$ cat src/rtl/mp_mem_pkg.sv
// ---------------------------------------------------------------------------
// mp_mem_pkg
// Shared constants and types for the two-core lpmRAM arbiter.
//   DATA_W  : RAM word width
//   ADDR_W  : requester (virtual) word address width
//   PADDR_W : RAM physical address width
//   WIN     : words per requester window (requester k owns [k*WIN, k*WIN+WIN-1])
// Types:
//   req_id_t     : 1-bit requester index
//   lock_state_t : lock FSM states (used only when ARB_LOCK_EN is defined)
// Helpers:
//   in_window()  : virtual address falls inside the requester's window
//   phys_addr()  : virtual -> physical translation for requester k
// ---------------------------------------------------------------------------
package mp_mem_pkg;

    localparam int DATA_W  = 16;
    localparam int ADDR_W  = 16;
    localparam int PADDR_W = 6;
    localparam int WIN     = 32;
    localparam int WIN_LG  = $clog2(WIN);

    typedef logic req_id_t;

    typedef enum logic [1:0] {
        UNLOCKED = 2'd0,
        LOCKED0  = 2'd1,
        LOCKED1  = 2'd2
    } lock_state_t;

    function automatic logic in_window(input logic [ADDR_W-1:0] a);
        return a < ADDR_W'(WIN);
    endfunction

    // Window base is k*WIN; only the low WIN_LG bits of the virtual address
    // select a word inside the window.
    function automatic logic [PADDR_W-1:0] phys_addr(input req_id_t k,
                                                     input logic [ADDR_W-1:0] a);
        logic [PADDR_W-1:0] base;
        base = k ? PADDR_W'(WIN) : '0;
        return base + PADDR_W'(a[WIN_LG-1:0]);
    endfunction

endpackage

$ cat src/rtl/ram_arbiter2_rr_arb2.sv
// ---------------------------------------------------------------------------
// rr_arb2
// Two-way round-robin grant with a last-winner register.
//   clock   : system clock
//   resetN  : asynchronous active-low reset (grants forced low while asserted)
//   req0/1  : eligible requests
//   gnt0/1  : combinational one-hot (or zero) grant
// On contention the requester that did not win last time is granted. The
// last winner resets to 1 so requester 0 wins the first contention.
// ---------------------------------------------------------------------------
module rr_arb2 (
    input  logic clock,
    input  logic resetN,
    input  logic req0,
    input  logic req1,
    output logic gnt0,
    output logic gnt1
);

    logic last_gnt_reg;

    always_comb begin
        gnt0 = resetN & req0 & (~req1 | last_gnt_reg);
        gnt1 = resetN & req1 & (~req0 | ~last_gnt_reg);
    end

    always_ff @(posedge clock or negedge resetN) begin
        if (!resetN) begin
            last_gnt_reg <= 1'b1;
        end else if (gnt0) begin
            last_gnt_reg <= 1'b0;
        end else if (gnt1) begin
            last_gnt_reg <= 1'b1;
        end
    end

endmodule

$ cat src/rtl/ram_arbiter2.sv
// ---------------------------------------------------------------------------
// ram_arbiter2
// Shares one single-port lpmRAM (registered address, q one cycle later)
// between two cores. Each core sees a private WIN-word window.
//
// Ports:
//   clock, resetN               : clock, asynchronous active-low reset
//   reqK, weK, addrK, wdataK    : requester K access (held until gntK)
//   lockK (ARB_LOCK_EN only)    : keep the RAM locked to K after this grant
//   gntK                        : combinational, access accepted this cycle
//   rvalidK, faultK             : registered one-cycle response pulses
//   rdata                       : shared read-return bus
//   ram_addr, ram_din, ram_w    : to lpmRAM
//   ram_q                       : from lpmRAM
//
// Optional feature: define ARB_LOCK_EN to add lock0/lock1 and the lock FSM
// (UNLOCKED / LOCKED0 / LOCKED1) used for atomic read-modify-write.
// ---------------------------------------------------------------------------
module ram_arbiter2
    import mp_mem_pkg::*;
(
    input  logic               clock,
    input  logic               resetN,
    input  logic               req0,
    input  logic               we0,
    input  logic [ADDR_W-1:0]  addr0,
    input  logic [DATA_W-1:0]  wdata0,
    output logic               gnt0,
    output logic               rvalid0,
    output logic               fault0,
    input  logic               req1,
    input  logic               we1,
    input  logic [ADDR_W-1:0]  addr1,
    input  logic [DATA_W-1:0]  wdata1,
    output logic               gnt1,
    output logic               rvalid1,
    output logic               fault1,
`ifdef ARB_LOCK_EN
    input  logic               lock0,
    input  logic               lock1,
`endif
    output logic [DATA_W-1:0]  rdata,
    output logic [PADDR_W-1:0] ram_addr,
    output logic [DATA_W-1:0]  ram_din,
    output logic               ram_w,
    input  logic [DATA_W-1:0]  ram_q
);

    logic               elig0;
    logic               elig1;
    logic               any_gnt;
    req_id_t            sel;

    logic               we_a     [2];
    logic [ADDR_W-1:0]  addr_a   [2];
    logic [DATA_W-1:0]  wdata_a  [2];
    logic               gnt_a    [2];
    logic               inwin_a  [2];
    logic [PADDR_W-1:0] paddr_a  [2];
    logic               rvalid_reg [2];
    logic               fault_reg  [2];

    logic [PADDR_W-1:0] ram_addr_hold_reg;
    logic [DATA_W-1:0]  ram_din_hold_reg;
    logic [DATA_W-1:0]  rdata_hold_reg;
    logic               rsp_any;
    logic               rsp_fault;

    assign we_a[0]    = we0;
    assign we_a[1]    = we1;
    assign addr_a[0]  = addr0;
    assign addr_a[1]  = addr1;
    assign wdata_a[0] = wdata0;
    assign wdata_a[1] = wdata1;
    assign gnt_a[0]   = gnt0;
    assign gnt_a[1]   = gnt1;

    // -----------------------------------------------------------------------
    // Lock FSM: while locked to one requester the other is made ineligible.
    // -----------------------------------------------------------------------
`ifdef ARB_LOCK_EN
    lock_state_t lock_state_reg;

    assign elig0 = req0 & (lock_state_reg != LOCKED1);
    assign elig1 = req1 & (lock_state_reg != LOCKED0);

    always_ff @(posedge clock or negedge resetN) begin
        if (!resetN) begin
            lock_state_reg <= UNLOCKED;
        end else begin
            case (lock_state_reg)
                UNLOCKED, LOCKED0, LOCKED1: begin
                    if (gnt0) begin
                        lock_state_reg <= lock0 ? LOCKED0 : UNLOCKED;
                    end else if (gnt1) begin
                        lock_state_reg <= lock1 ? LOCKED1 : UNLOCKED;
                    end
                end
                default: lock_state_reg <= UNLOCKED;
            endcase
        end
    end
`else
    assign elig0 = req0;
    assign elig1 = req1;
`endif

    rr_arb2 u_arb (
        .clock  (clock),
        .resetN (resetN),
        .req0   (elig0),
        .req1   (elig1),
        .gnt0   (gnt0),
        .gnt1   (gnt1)
    );

    assign any_gnt = gnt0 | gnt1;
    assign sel     = gnt1;

    // -----------------------------------------------------------------------
    // Per-requester translation and response pipeline. A response pulse is
    // generated for reads and for any out-of-window access; in-window writes
    // complete silently.
    // -----------------------------------------------------------------------
    generate
        for (genvar gi = 0; gi < 2; gi++) begin : g_req
            assign inwin_a[gi] = in_window(addr_a[gi]);
            assign paddr_a[gi] = phys_addr(req_id_t'(gi), addr_a[gi]);

            always_ff @(posedge clock or negedge resetN) begin
                if (!resetN) begin
                    rvalid_reg[gi] <= 1'b0;
                    fault_reg[gi]  <= 1'b0;
                end else begin
                    rvalid_reg[gi] <= gnt_a[gi] & (~we_a[gi] | ~inwin_a[gi]);
                    fault_reg[gi]  <= gnt_a[gi] & ~inwin_a[gi];
                end
            end
        end
    endgenerate

    // RAM side: drive the granted requester's translated access; on idle
    // cycles keep the last address/data on the bus.
    always_comb begin
        ram_addr = ram_addr_hold_reg;
        ram_din  = ram_din_hold_reg;
        ram_w    = 1'b0;
        if (any_gnt) begin
            ram_addr = paddr_a[sel];
            ram_din  = wdata_a[sel];
            ram_w    = we_a[sel] & inwin_a[sel];
        end
    end

    always_ff @(posedge clock or negedge resetN) begin
        if (!resetN) begin
            ram_addr_hold_reg <= '0;
            ram_din_hold_reg  <= '0;
        end else if (any_gnt) begin
            ram_addr_hold_reg <= ram_addr;
            ram_din_hold_reg  <= ram_din;
        end
    end

    // Read return: ram_q is valid in the cycle after the grant, which is the
    // same cycle the response pulse is high. Faults return zero.
    assign rsp_any   = rvalid_reg[0] | rvalid_reg[1];
    assign rsp_fault = (rvalid_reg[0] & fault_reg[0]) | (rvalid_reg[1] & fault_reg[1]);

    always_comb begin
        rdata = rdata_hold_reg;
        if (rsp_any) begin
            rdata = rsp_fault ? '0 : ram_q;
        end
    end

    always_ff @(posedge clock or negedge resetN) begin
        if (!resetN) begin
            rdata_hold_reg <= '0;
        end else if (rsp_any) begin
            rdata_hold_reg <= rdata;
        end
    end

    assign rvalid0 = rvalid_reg[0];
    assign rvalid1 = rvalid_reg[1];
    assign fault0  = fault_reg[0];
    assign fault1  = fault_reg[1];

endmodule

$ cat config.mk
export PLATFORM = sky130hd
export DESIGN_NAME = ram_arbiter2
export DESIGN_NICKNAME = d
export VERILOG_FILES = /design/src/rtl/mp_mem_pkg.sv /design/src/rtl/ram_arbiter2_rr_arb2.sv /design/src/rtl/ram_arbiter2.sv
export SDC_FILE = /design/constraint.sdc
export NUM_CORES = 1
export LEC_CHECK = 0
export ABC_AREA = 0
export CAP_MARGIN = 40
export CORE_ASPECT_RATIO = 1.4
export CORE_MARGIN = 3
export CORE_UTILIZATION = 38
export DETAILED_ROUTE_END_ITERATION = 16
export PLACE_DENSITY = 0.9
export SKIP_CTS_REPAIR_TIMING = 1
export SLEW_MARGIN = 20
export SYNTH_ARGS = -nofsm -noshare
export SYNTH_HDL_FRONTEND = slang
export SYNTH_SLANG_ARGS = --single-unit
$ cat constraint.sdc
create_clock -name clock -period 1.71 [get_ports clock]
set_input_delay 0.342 -clock clock [delete_from_list [all_inputs] [get_ports clock]]
set_output_delay 0.342 -clock clock [all_outputs]
set_load 0.05 [all_outputs]
==> metrics.csv <==
stage,metric,value,unit
yosys,Ys Warns,0,
cells_and_area,post-route core utilization,93.2,%
setup_path,Crit path max-delay family,flip-flops,
run_status,outcome,"finished, violations left",
setup_path,crit end category,output pin,
sta,# setup viols final,41,
power_and_ir_drop,Logic pwr share,54.6,%
drt,initial DRC count,284,
cells_and_area,share of layout cells above drive strength 1,45.3,%
sta,post-route minimum period,2160,ps
run_status,failing checks,negative setup slack,
cts,Num CTS Buffers,5,
floorplanning,num rows,32,
placement,IO Port Bufs,130,
yosys,Mean Syn Cell Area,9.41,um^2
yosys,Post-synth EDFFs,0,
sta,final worst path period share,126,%
min_path,worst hold path type,input port to async pin,
setup_path,"Buf+Inv Stages, Crit Path",2,
setup_path,worst-path fanout max,10,
setup_path,critical path depth in cells,5,
setup_path,worst path required time,1370,ps
yosys,top_reg_cell synth,dfrtp_1,
drt,DR vias/cell,6.58,
setup_path,worst-path cell chain,"and2_4, buf_6, o21ai_2, a31oi_4, buf_12",
global_routing,met1 Track Usage GR,31.9,%
floorplanning,Core ar.,5570,um^2
placement,GP Congestion,0.822,
sta,Worst Max-Slew Pin Slew,407,ps
power_and_ir_drop,Power Density,901,nW/um^2
setup_path,reg-to-reg critical path endpoint,ram_addr_hold_reg[0],
setup_path,Worst Setup SP,u_arb.last_gnt_reg,
floorplanning,height of the die,96.5,um
global_routing,gr usage total,30.7,%
floorplanning,# IOs,131,
power_and_ir_drop,Flop pwr share,27.3,%
power_and_ir_drop,Switching Share,38.5,%
setup_path,R2R setup slack,110,ps
setup_path,CP Launch Type,flop,
global_routing,GR Layer Usage met2,57.1,%
floorplanning,Die ar.,6810,um^2
yosys,register area share after synthesis,48.5,%
drt,DRC viols,0,
global_routing,GR met3 Demand/Resource,5.49,%
power_and_ir_drop,Pleak,2.17,nW
setup_path,Crit Path Category,flop to output pin,
setup_path,Worst setup endpoint,ram_din[0],
global_routing,pin count of the biggest net entering global routing,33,
sta,fin worst setup slack,-449,ps
cts,H-tree levels,2,
drt,total wire length,12700,um
setup_path,path depth of the worst reg2reg path,4,
cts,clock-pin slew on the worst setup and hold paths,90,ps
cts,clock latency on the worst-skew pair,300,ps
global_routing,vias in the first global route,3153,
sta,Max Freq,463,MHz
yosys,Yosys reg bits,43,
power_and_ir_drop,Clk network pwr share,18.1,%
global_routing,global-route wire length before repair,16200,um
floorplanning,Die X,70.6,um
global_routing,grt peak-use layer,met2,
drt,via count,3140,
setup_path,Critical-path top delay cell,dfstp_2,
yosys,post-synth cell types,27,
sta,RSZ-0062 raised after global routing,yes,
cells_and_area,Layout Nets,493,
sta,Setup Skew,9.30,ps
sta,Max Slew Vio Count,0,
power_and_ir_drop,switching power total,1.80,mW
flow_run,max cap viols,0,
cells_and_area,area growth from synthesis to layout,134,%
yosys,Syn Inst Count,236,
sta,"Hold Violations, Final",0,
drt,first-pass detailed-route iteration total,6,
yosys,synthesized net count,322,
cts,CTS sink count,43,
placement,detailed placement HPWL,7760,um
yosys,"Cell Area, Synth",2220,um^2
global_routing,GRT overflow,0,
power_and_ir_drop,worst vdd ir,0.564,mV
setup_path,R2R Path Start,u_arb.last_gnt_reg,
yosys,ys async rst share,100,%
floorplanning,initial core utilization,39.9,%
setup_path,"slowest stage delay, CP",610,ps
drt,antenna-violating nets left,0,
cts,CTS root buf,clkbuf_8,
global_routing,initial antenna violation count,0,
sta,Max-slew headroom,72.7,%
setup_path,Worst EP arrival,1820,ps
cts,CTS tree,done,
power_and_ir_drop,Tot Pwr,4.67,mW
drt,WL/cell,26.6,um
cts,Clock Tree Buf Depth,2,
power_and_ir_drop,Pint,2.88,mW
## worst reg2reg max path, cell delays in order (launching register included)
cell     delay [ps]
dfstp_2         610
and2_4          190
buf_6           190
o21ai_2         120
a31oi_1         370
## final cells by class
cell class / instances / area, um^2
repair buffers: 186 / 2240
multi-input cells: 168 / 1650
flip-flops and latches: 43 / 1080
fillers: 179 / 378
well taps: 68 / 85.1
clock buffers: 6 / 82.6
clock inverters: 2 / 35.0
inverters: 3 / 11.3
diodes: 1 / 2.50
## how the worst min path moves through the flow
| stage | to | start |
|---|---|---|
| detailed placement | ram_din_hold_reg[3] | resetN |
| global route | ram_din_hold_reg[2] | resetN |
| CTS | ram_din_hold_reg[1] | resetN |
| finish | ram_din_hold_reg[2] | resetN |
| global placement | ram_din_hold_reg[0] | resetN |
| floorplan | fault0 | resetN |
## cells in the final DEF, fill, tap and decap left out, types with 2 or more instances in the layout
cell	synthesis	routed
buf_4	0	51
clkbuf_8	0	6
o21ai_2	0	12
a31oi_1	43	22
a21o_1	2	2
dlymetal6s2s_1	0	9
clkdlybuf4s50_1	0	74
a31oi_4	0	21
dfrtp_2	0	4
o21ai_1	21	8
nor2_4	0	2
dfrtp_1	42	38
o21ai_4	0	2
buf_12	0	46
a22o_1	33	17
nand3_2	0	2
or4_4	1	2
a22o_4	0	16
nand2_1	3	2
clkbuf_16	0	2
inv_2	2	2
nor2_1	27	24
buf_6	0	2
nand3_1	22	20
## power groups by stage
stage	logic, mW	clock network, mW	registers, mW
after floorplan	1.21	0	1.27
after global placement	2.31	0	1.26
after detailed placement	2.39	0	1.27
after CTS	2.41	0.836	1.26
after global routing	2.62	0.886	1.28
final	2.55	0.846	1.28
## routing by layer
layer	wire (um)	part of all wire, %
met1	3960	31
met2	6740	53
met3	969	7.6
met4	1030	8.1
met5	0	0
## stage by stage
stage	instance area, um^2	hold WS [ps]	std cells	TNS (ps)	setup WS, ps
2_1_floorplan	2730	46.4	236	-80.1	-80.1
3_3_place_gp	4860	369	465	-12020	-558
3_5_place_dp	4860	375	465	-15910	-625
4_1_cts	4970	57.0	473	-16880	-653
5_1_grt	5180	85.2	476	-15420	-456
6_report	5190	86.0	477	-14380	-449
## cells by family (layout without fill, tap and decap cells)
family                 count (synthesis)  after routing  synth area share [%]
other                                  0              1                     0
AOI/OAI and AO/OA                    104            104                  32.2
and+or+nand+nor                       64             64                  14.5
buffers and inverters                 25            197                  4.79
DFF                                   43             43                  48.5
## synthesized netlist by cell type (2+ instances only)
master	n	share of area (%)
a21o_1	2	0.68
a22o_1	33	13
a31oi_1	43	12
and2_1	2	0.56
buf_1	5	0.85
buf_2	10	2.3
clkbuf_1	7	1.2
dfrtp_1	42	47
inv_2	2	0.34
nand2_1	3	0.51
nand3_1	22	5.0
nor2_1	27	4.6
nor3_1	2	0.45
nor4_1	2	0.56
o21ai_0	2	0.45
o21ai_1	21	4.7
No activity file was read; power rests on OpenSTA's default activity.
